### config.mk
export PLATFORM = sky130hd
export DESIGN_NAME = clock_divider_prog_flat
export DESIGN_NICKNAME = d
export VERILOG_FILES = /design/src/rtl/clkdiv_pkg.sv /design/src/rtl/clock_divider_prog_if.sv /design/src/rtl/clkdiv_chan.sv /design/src/rtl/clock_divider_prog.sv /design/src/flat_wrapper.sv
export SDC_FILE = /design/constraint.sdc
export NUM_CORES = 1
export LEC_CHECK = 0
export BUFFER_PORTS_ARGS = -buffer_cell sky130_fd_sc_hd__buf_2
export CORE_MARGIN = 5
export CORE_UTILIZATION = 63
export CTS_BUF_LIST = sky130_fd_sc_hd__clkbuf_16
export DETAILED_ROUTE_END_ITERATION = 6
export HOLD_SLACK_MARGIN = 0.05
export MAX_ROUTING_LAYER = met4
export PLACE_DENSITY = 0.8
export SYNTH_ARGS = -nofsm -noshare
export SYNTH_HDL_FRONTEND = slang
export SYNTH_SLANG_ARGS = --single-unit
### constraint.sdc
create_clock -name clk -period 2.4 [get_ports clk]
set_input_delay 0 -clock clk [delete_from_list [all_inputs] [get_ports clk]]
set_output_delay 0 -clock clk [all_outputs]
set_load 0.005 [all_outputs]
### src/rtl/clkdiv_pkg.sv
// Shared types for the programmable clock divider: channel state and channel-index width.
// Optional build macro used across this block: CLKDIV_TICK_EN (adds per-channel rising-edge tick).
package clkdiv_pkg;

   typedef enum logic [1:0] {
      ST_OFF      = 2'd0,
      ST_RUN      = 2'd1,
      ST_RUN_PEND = 2'd2
   } chan_state_e;

   function automatic int ch_w(input int n);
      return (n > 1) ? $clog2(n) : 1;
   endfunction

endpackage

### src/rtl/clock_divider_prog_if.sv
// Configuration write channel of the divider: valid/ready handshake plus error pulse.
// The divider is the slave; the configuring agent is the master.
interface clock_divider_prog_if #(
   parameter int CHANNELS = 4,
   parameter int CNT_W    = 28
);
   localparam int CH_W = clkdiv_pkg::ch_w(CHANNELS);

   logic             cfg_valid;
   logic             cfg_ready;
   logic [CH_W-1:0]  cfg_ch;
   logic [CNT_W-1:0] cfg_half;
   logic             cfg_err;

   modport master (output cfg_valid, cfg_ch, cfg_half, input cfg_ready, cfg_err);
   modport slave  (input cfg_valid, cfg_ch, cfg_half, output cfg_ready, cfg_err);
endinterface

### src/rtl/clkdiv_chan.sv
// One divider channel: half-period counter with a shadow register committed only at a toggle.
// With CLKDIV_TICK_EN defined, also emits a one-cycle tick on each rising edge of clk_div.
module clkdiv_chan
   import clkdiv_pkg::*;
#(
   parameter int CNT_W    = 28,
   parameter int RST_HALF = 3
) (
   input  logic             clk,
   input  logic             rst,
   input  logic             en,
   input  logic             wr,
   input  logic [CNT_W-1:0] wr_half,
   output logic             pend,
`ifdef CLKDIV_TICK_EN
   output logic             tick,
`endif
   output logic             clk_div
);

   chan_state_e      state_q;
   logic [CNT_W-1:0] ctr_q;
   logic [CNT_W-1:0] half_act_q;
   logic [CNT_W-1:0] half_shd_q;
   logic             clk_q;
   logic             boundary_s;

   assign boundary_s = (ctr_q == half_act_q);
   assign pend       = (state_q == ST_RUN_PEND);
   assign clk_div    = clk_q;

   // Channel FSM, counter and active/shadow half-period registers
   always_ff @(posedge clk) begin
      if (!rst) begin
         state_q    <= ST_OFF;
         ctr_q      <= '0;
         half_act_q <= CNT_W'(RST_HALF);
         half_shd_q <= CNT_W'(RST_HALF);
         clk_q      <= 1'b0;
      end else if (!en) begin
         // Stopping commits any pending shadow value so OFF always holds the latest write
         state_q <= ST_OFF;
         ctr_q   <= '0;
         clk_q   <= 1'b0;
         if (wr) begin
            half_shd_q <= wr_half;
            half_act_q <= wr_half;
         end else begin
            half_act_q <= half_shd_q;
         end
      end else begin
         case (state_q)
            ST_OFF: begin
               state_q <= ST_RUN;
               ctr_q   <= '0;
               clk_q   <= 1'b0;
               if (wr) begin
                  half_shd_q <= wr_half;
                  half_act_q <= wr_half;
               end
            end
            ST_RUN, ST_RUN_PEND: begin
               if (boundary_s) begin
                  ctr_q <= '0;
                  clk_q <= ~clk_q;
               end else begin
                  ctr_q <= ctr_q + CNT_W'(1);
               end
               // A write landing on a boundary only arms the shadow; it takes effect one boundary later
               if ((state_q == ST_RUN_PEND) && boundary_s) begin
                  half_act_q <= half_shd_q;
                  state_q    <= ST_RUN;
               end else if ((state_q == ST_RUN) && wr) begin
                  half_shd_q <= wr_half;
                  state_q    <= ST_RUN_PEND;
               end
            end
            default: begin
               state_q <= ST_OFF;
               ctr_q   <= '0;
               clk_q   <= 1'b0;
            end
         endcase
      end
   end

`ifdef CLKDIV_TICK_EN
   logic tick_q;

   // Tick registers alongside clk_q on every 0->1 toggle
   always_ff @(posedge clk) begin
      if (!rst) begin
         tick_q <= 1'b0;
      end else if (en && (state_q != ST_OFF) && boundary_s && !clk_q) begin
         tick_q <= 1'b1;
      end else begin
         tick_q <= 1'b0;
      end
   end

   assign tick = tick_q;
`endif

endmodule

### src/rtl/clock_divider_prog.sv
// Programmable multi-channel clock divider: config decode, ready/error handling, channel array.
// Optional build macro: CLKDIV_TICK_EN adds the per-channel tick output.
module clock_divider_prog
   import clkdiv_pkg::*;
#(
   parameter int CHANNELS = 4,
   parameter int CNT_W    = 28,
   parameter int RST_HALF = 3
) (
   input  logic                clk,
   input  logic                rst,
   input  logic [CHANNELS-1:0] en,
   clock_divider_prog_if.slave cfg,
`ifdef CLKDIV_TICK_EN
   output logic [CHANNELS-1:0] tick,
`endif
   output logic [CHANNELS-1:0] clk_div
);

   localparam int            CH_W   = ch_w(CHANNELS);
   localparam logic [CH_W:0] CH_LIM = (CH_W + 1)'(CHANNELS);

   logic                  oor_s;
   logic [2**CH_W-1:0]    pend_ext_s;
   logic [CHANNELS-1:0]   pend_s;
   logic [CHANNELS-1:0]   wr_s;
   logic                  cfg_err_q;

   // Ready is blocked only while the addressed channel holds an uncommitted value
   always_comb begin
      oor_s                       = ({1'b0, cfg.cfg_ch} >= CH_LIM);
      pend_ext_s                  = '0;
      pend_ext_s[CHANNELS-1:0]    = pend_s;
      if (oor_s) begin
         cfg.cfg_ready = 1'b1;
      end else begin
         cfg.cfg_ready = ~pend_ext_s[cfg.cfg_ch];
      end
   end

   // Error flag for accepted writes to a non-existent channel
   always_ff @(posedge clk) begin
      if (!rst) begin
         cfg_err_q <= 1'b0;
      end else begin
         cfg_err_q <= cfg.cfg_valid & oor_s;
      end
   end

   assign cfg.cfg_err = cfg_err_q;

   for (genvar i = 0; i < CHANNELS; i++) begin : g_chan
      assign wr_s[i] = cfg.cfg_valid & cfg.cfg_ready & ~oor_s & (cfg.cfg_ch == CH_W'(i));

      clkdiv_chan #(
         .CNT_W    (CNT_W),
         .RST_HALF (RST_HALF)
      ) u_chan (
         .clk     (clk),
         .rst     (rst),
         .en      (en[i]),
         .wr      (wr_s[i]),
         .wr_half (cfg.cfg_half),
         .pend    (pend_s[i]),
`ifdef CLKDIV_TICK_EN
         .tick    (tick[i]),
`endif
         .clk_div (clk_div[i])
      );
   end

endmodule
### src/flat_wrapper.sv
// flat-port wrapper written by rule: the top's interface ports become plain ports
module clock_divider_prog_flat import clkdiv_pkg::*;
#(
   parameter int CHANNELS = 4,
   parameter int CNT_W    = 28,
   parameter int RST_HALF = 3
)
  (clk, rst, en, clk_div, cfg_cfg_valid, cfg_cfg_ch, cfg_cfg_half, cfg_cfg_ready, cfg_cfg_err);
  clock_divider_prog_if #(.CHANNELS(CHANNELS), .CNT_W(CNT_W)) cfg_i ();
  input  logic clk;
  input  logic rst;
  input  logic [CHANNELS-1:0] en;
  output logic [CHANNELS-1:0] clk_div;
  input wire logic [$bits(cfg_i.cfg_valid)-1:0] cfg_cfg_valid;
  input wire logic [$bits(cfg_i.cfg_ch)-1:0] cfg_cfg_ch;
  input wire logic [$bits(cfg_i.cfg_half)-1:0] cfg_cfg_half;
  output wire logic [$bits(cfg_i.cfg_ready)-1:0] cfg_cfg_ready;
  output wire logic [$bits(cfg_i.cfg_err)-1:0] cfg_cfg_err;
  assign cfg_i.cfg_valid = cfg_cfg_valid;
  assign cfg_i.cfg_ch = cfg_cfg_ch;
  assign cfg_i.cfg_half = cfg_cfg_half;
  assign cfg_cfg_ready = cfg_i.cfg_ready;
  assign cfg_cfg_err = cfg_i.cfg_err;
  clock_divider_prog #(.CHANNELS(CHANNELS), .CNT_W(CNT_W), .RST_HALF(RST_HALF)) u_core (.clk(clk), .rst(rst), .en(en), .cfg(cfg_i), .clk_div(clk_div));
endmodule
==> impl_metrics.env <==
export IMPL_yosys_area_top_type_share_pct=43.0
export IMPL_drt_first_pass_iters=5
export IMPL_fin_setup_tns_ns=0
export IMPL_cts_sinks=348
export IMPL_multi_input_area_um2=8630
export IMPL_synth_async_reset_ratio_pct=0
export IMPL_final_nets=1785
export IMPL_num_fill_cells=1836
export IMPL_tightest_slew_ns=0.835
export IMPL_synth_warnings=0
export IMPL_regArea_um2=6970
export IMPL_die_area_um2=29000
export IMPL_end_kind="flop"
export IMPL_worstPathArrival_ns=2.64
export IMPL_ys_ff_latch=348
export IMPL_overflow=0
export IMPL_mostFrequentLayoutCells="dfxtp_1, nand2_1, xor2_1, mux2i_1, nor2_1"
export IMPL_r2r_start="u_core.g_chan[2].u_chan.state_q[0]"
export IMPL_maxCapViolCount=0
export IMPL_crit_slowest_cell="or3_1"
export IMPL_grt_usage_pct=27.2
export IMPL_vias=12300
export IMPL_syn_nets=1738
export IMPL_synthDistinctLibCells=49
export IMPL_ff2ff_path_depth=6
export IMPL_crit_required_ns=2.75
export IMPL_rsz0062_at_grt="no"
export IMPL_ys_flop_type="dfxtp_1"
export IMPL_cts_buffers=36
export IMPL_clock_latency_ns=0.51
export IMPL_antenna_found_initial=0
export IMPL_die_x_um=170
export IMPL_route_detailed_drc=0
export IMPL_crit_type="reg -> reg"
export IMPL_cp_top_family="multiplexers"
export IMPL_slowest_delay_ns=0.46
export IMPL_peakVddDrop_mv=0.607
export IMPL_vias_per_cell=5.91
export IMPL_path_max_fanout=10
export IMPL_slew_headroom_pct=44.3
export IMPL_worst_clock_skew_ns=0.0131
export IMPL_n_antenna_cell=0
export IMPL_tritoncts="yes"
export IMPL_synth_largest_area_cell="dfxtp_1"
export IMPL_min_to="u_core.g_chan[1].u_chan.half_shd_q[11]"
export IMPL_powerDensity_nw_per_um2=763
export IMPL_wl_per_cell_um=18.9
export IMPL_hpwl_mm=26.1
export IMPL_finalCritPeriodShare_pct=95.4
export IMPL_seq_area_frac_synth_pct=43.0
export IMPL_status="finished, final reports clean"
export IMPL_startpoint_type="flop"
export IMPL_cp_depth=6
export IMPL_hold_viol=0
export IMPL_start_util_pct=64.1
export IMPL_crit_start="u_core.g_chan[2].u_chan.state_q[0]"
export IMPL_grt_max_degree=62
export IMPL_grt_pass1_vias=11800
export IMPL_whs_ns=0.115
export IMPL_drt_total_wl_mm=39.4
export IMPL_drive_gt1_share_pct=10.7
export IMPL_r2r_setup_slack_ns=0.11
export IMPL_cp_cell_sequence="inv_1 -> ha_1 -> or3_1 -> mux2i_4 -> mux2_2 -> a2bb2oi_1"
export IMPL_netlist_area_um2=16200
export IMPL_timing_rr_end="u_core.g_chan[2].u_chan.half_act_q[0]"
export IMPL_drv_slew=0
export IMPL_yosys_top_cells_area="dfxtp_1, mux2i_1, xor2_1, o2bb2ai_1, nand2_1"
export IMPL_clock_fmax_mhz=437
export IMPL_final_common_cell="dfxtp_1"
export IMPL_power_leakage_nw=7.00
export IMPL_drt_iter0_drc=1106
export IMPL_setup_viol=0
export IMPL_num_rows=58
export IMPL_gp_congestion=0.907
export IMPL_hold_path_depth=5
export IMPL_timing_final_crit_period_ns=2.29
export IMPL_port_buffers=41
export IMPL_grt_pass1_wl_mm=62.6
export IMPL_path_buf_inv=1
export IMPL_cts_max_path_buffers=3
export IMPL_cts_root_buf="clkbuf_16"
export IMPL_path_clk_slew_ns=0.06
export IMPL_chipHeight_um=170
export IMPL_core_area_um2=25300
export IMPL_ant_nets=0
export IMPL_min_path_type="in -> reg"
export IMPL_synth_edff_count=0
export IMPL_io_pins=43
export IMPL_worstHoldStart="cfg_cfg_valid"
export IMPL_syn_inst=1681
export IMPL_htree_levels=2
export IMPL_area_delta_synth_final_pct=12.3
export IMPL_avgSynthCellArea_um2=9.63
## cells in the mapped netlist, drive strengths merged (4+ instances only)
cell       n
a21boi    52
a21oi      8
a2bb2oi    8
and2       5
and3      15
and4       9
buf       60
clkbuf    49
dfxtp    348
ha        20
inv       27
mux2      13
mux2i    168
nand2    188
nand3     48
nand4     29
nor2     157
nor2b     53
nor3      22
nor3b      4
nor4      47
o221ai     4
o22ai      4
o2bb2ai  104
or2        5
or3        4
xnor2     50
xor2     170
## worst max path at each step
stage               slack, ns                                      to
floorplan                0.37  u_core.g_chan[2].u_chan.half_act_q[17]
global placement         0.14   u_core.g_chan[2].u_chan.half_act_q[1]
detailed placement       0.06   u_core.g_chan[2].u_chan.half_act_q[0]
CTS                      0.04   u_core.g_chan[2].u_chan.half_act_q[0]
global route            0.008   u_core.g_chan[2].u_chan.half_act_q[4]
finish                   0.11   u_core.g_chan[2].u_chan.half_act_q[0]
## power by group
part / switching (W) / total [W] / internal, W
Clock: 0.00225 / 0.00525 / 0.00300
Combinational: 0.00128 / 0.00228 / 0.000995
Sequential: 0.000266 / 0.00636 / 0.00609
Total: 0.00379 / 0.0139 / 0.0101
## what timing repair did
| action | 4_1_cts | 5_1_grt |
|---|---|---|
| endpoints found under the setup margin | 0 | 57 |
| buffers inserted | 0 | 1 |
| hold buffers | 34 | 0 |
| endpoints found under the hold margin | 226 | 0 |
| resized for setup | 0 | 9 |
## registers in the layout, summed over array words and instances (netlist names)
register / flops
u_core.g_chan.u_chan.state_q: 8
u_core.g_chan.u_chan.half_act_q: 112
u_core.g_chan.u_chan.ctr_q: 112
u_core.g_chan.u_chan.half_shd_q: 112
u_core.g_chan.u_chan.clk_div: 4
## cell families after synthesis
kind of cell / Yosys count / share of synthesized area (%)
simple gates: 589 / 17.6
xor+xnor: 220 / 11.9
other cells: 1 / 0.0232
compound gates: 186 / 9.98
flops: 348 / 43.0
buf+inv: 136 / 4.60
fa+ha+maj: 20 / 1.55
mux: 181 / 11.3
## layout make-up
class / instances / share of cell area, %
Clock buffer: 37 / 5.09
Multi-Input combinational cell: 1199 / 47.5
Inverter: 27 / 0.557
Clock inverter: 24 / 0.895
Sequential cell: 348 / 38.3
Timing Repair Buffer: 116 / 5.39
Tap cell: 330 / 2.27
## per-layer routing
| metal | vias up | track usage, % | part of all wire (%) |
|---|---|---|---|
| met1 | 5933 | 36.6 | 45 |
| li1 | 5873 | - | - |
| met5 | - | - | 0 |
| met4 | 0 | 9.90 | 3.5 |
| met3 | 88 | 3.60 | 5.2 |
| met2 | 400 | 42.1 | 46 |
## stage by stage
step | utilization (%) | area (um^2) | total power (W) | instances | worst slack [ns]
4_1_cts | 71.7 | 18100 | 0.0139 | 2078 | 0.0353
3_3_place_gp | 66.0 | 16700 | 0.00853 | 1983 | 0.141
2_1_floorplan | - | 16200 | 0.00803 | 1681 | 0.372
5_1_grt | 72.0 | 18200 | 0.0144 | 2081 | 0.00780
6_report | 72.0 | 18200 | 0.0139 | 2081 | 0.111
3_5_place_dp | 66.0 | 16700 | 0.00859 | 1983 | 0.0570
## worst min-delay path, stage by stage
cell	delay, ns
buf_2	0.19
nand3_2	0.16
a21oi_4	0.07
nand2_1	0.08
a21boi_0	0.07
Note: power is estimated with default switching activity, not from simulation.
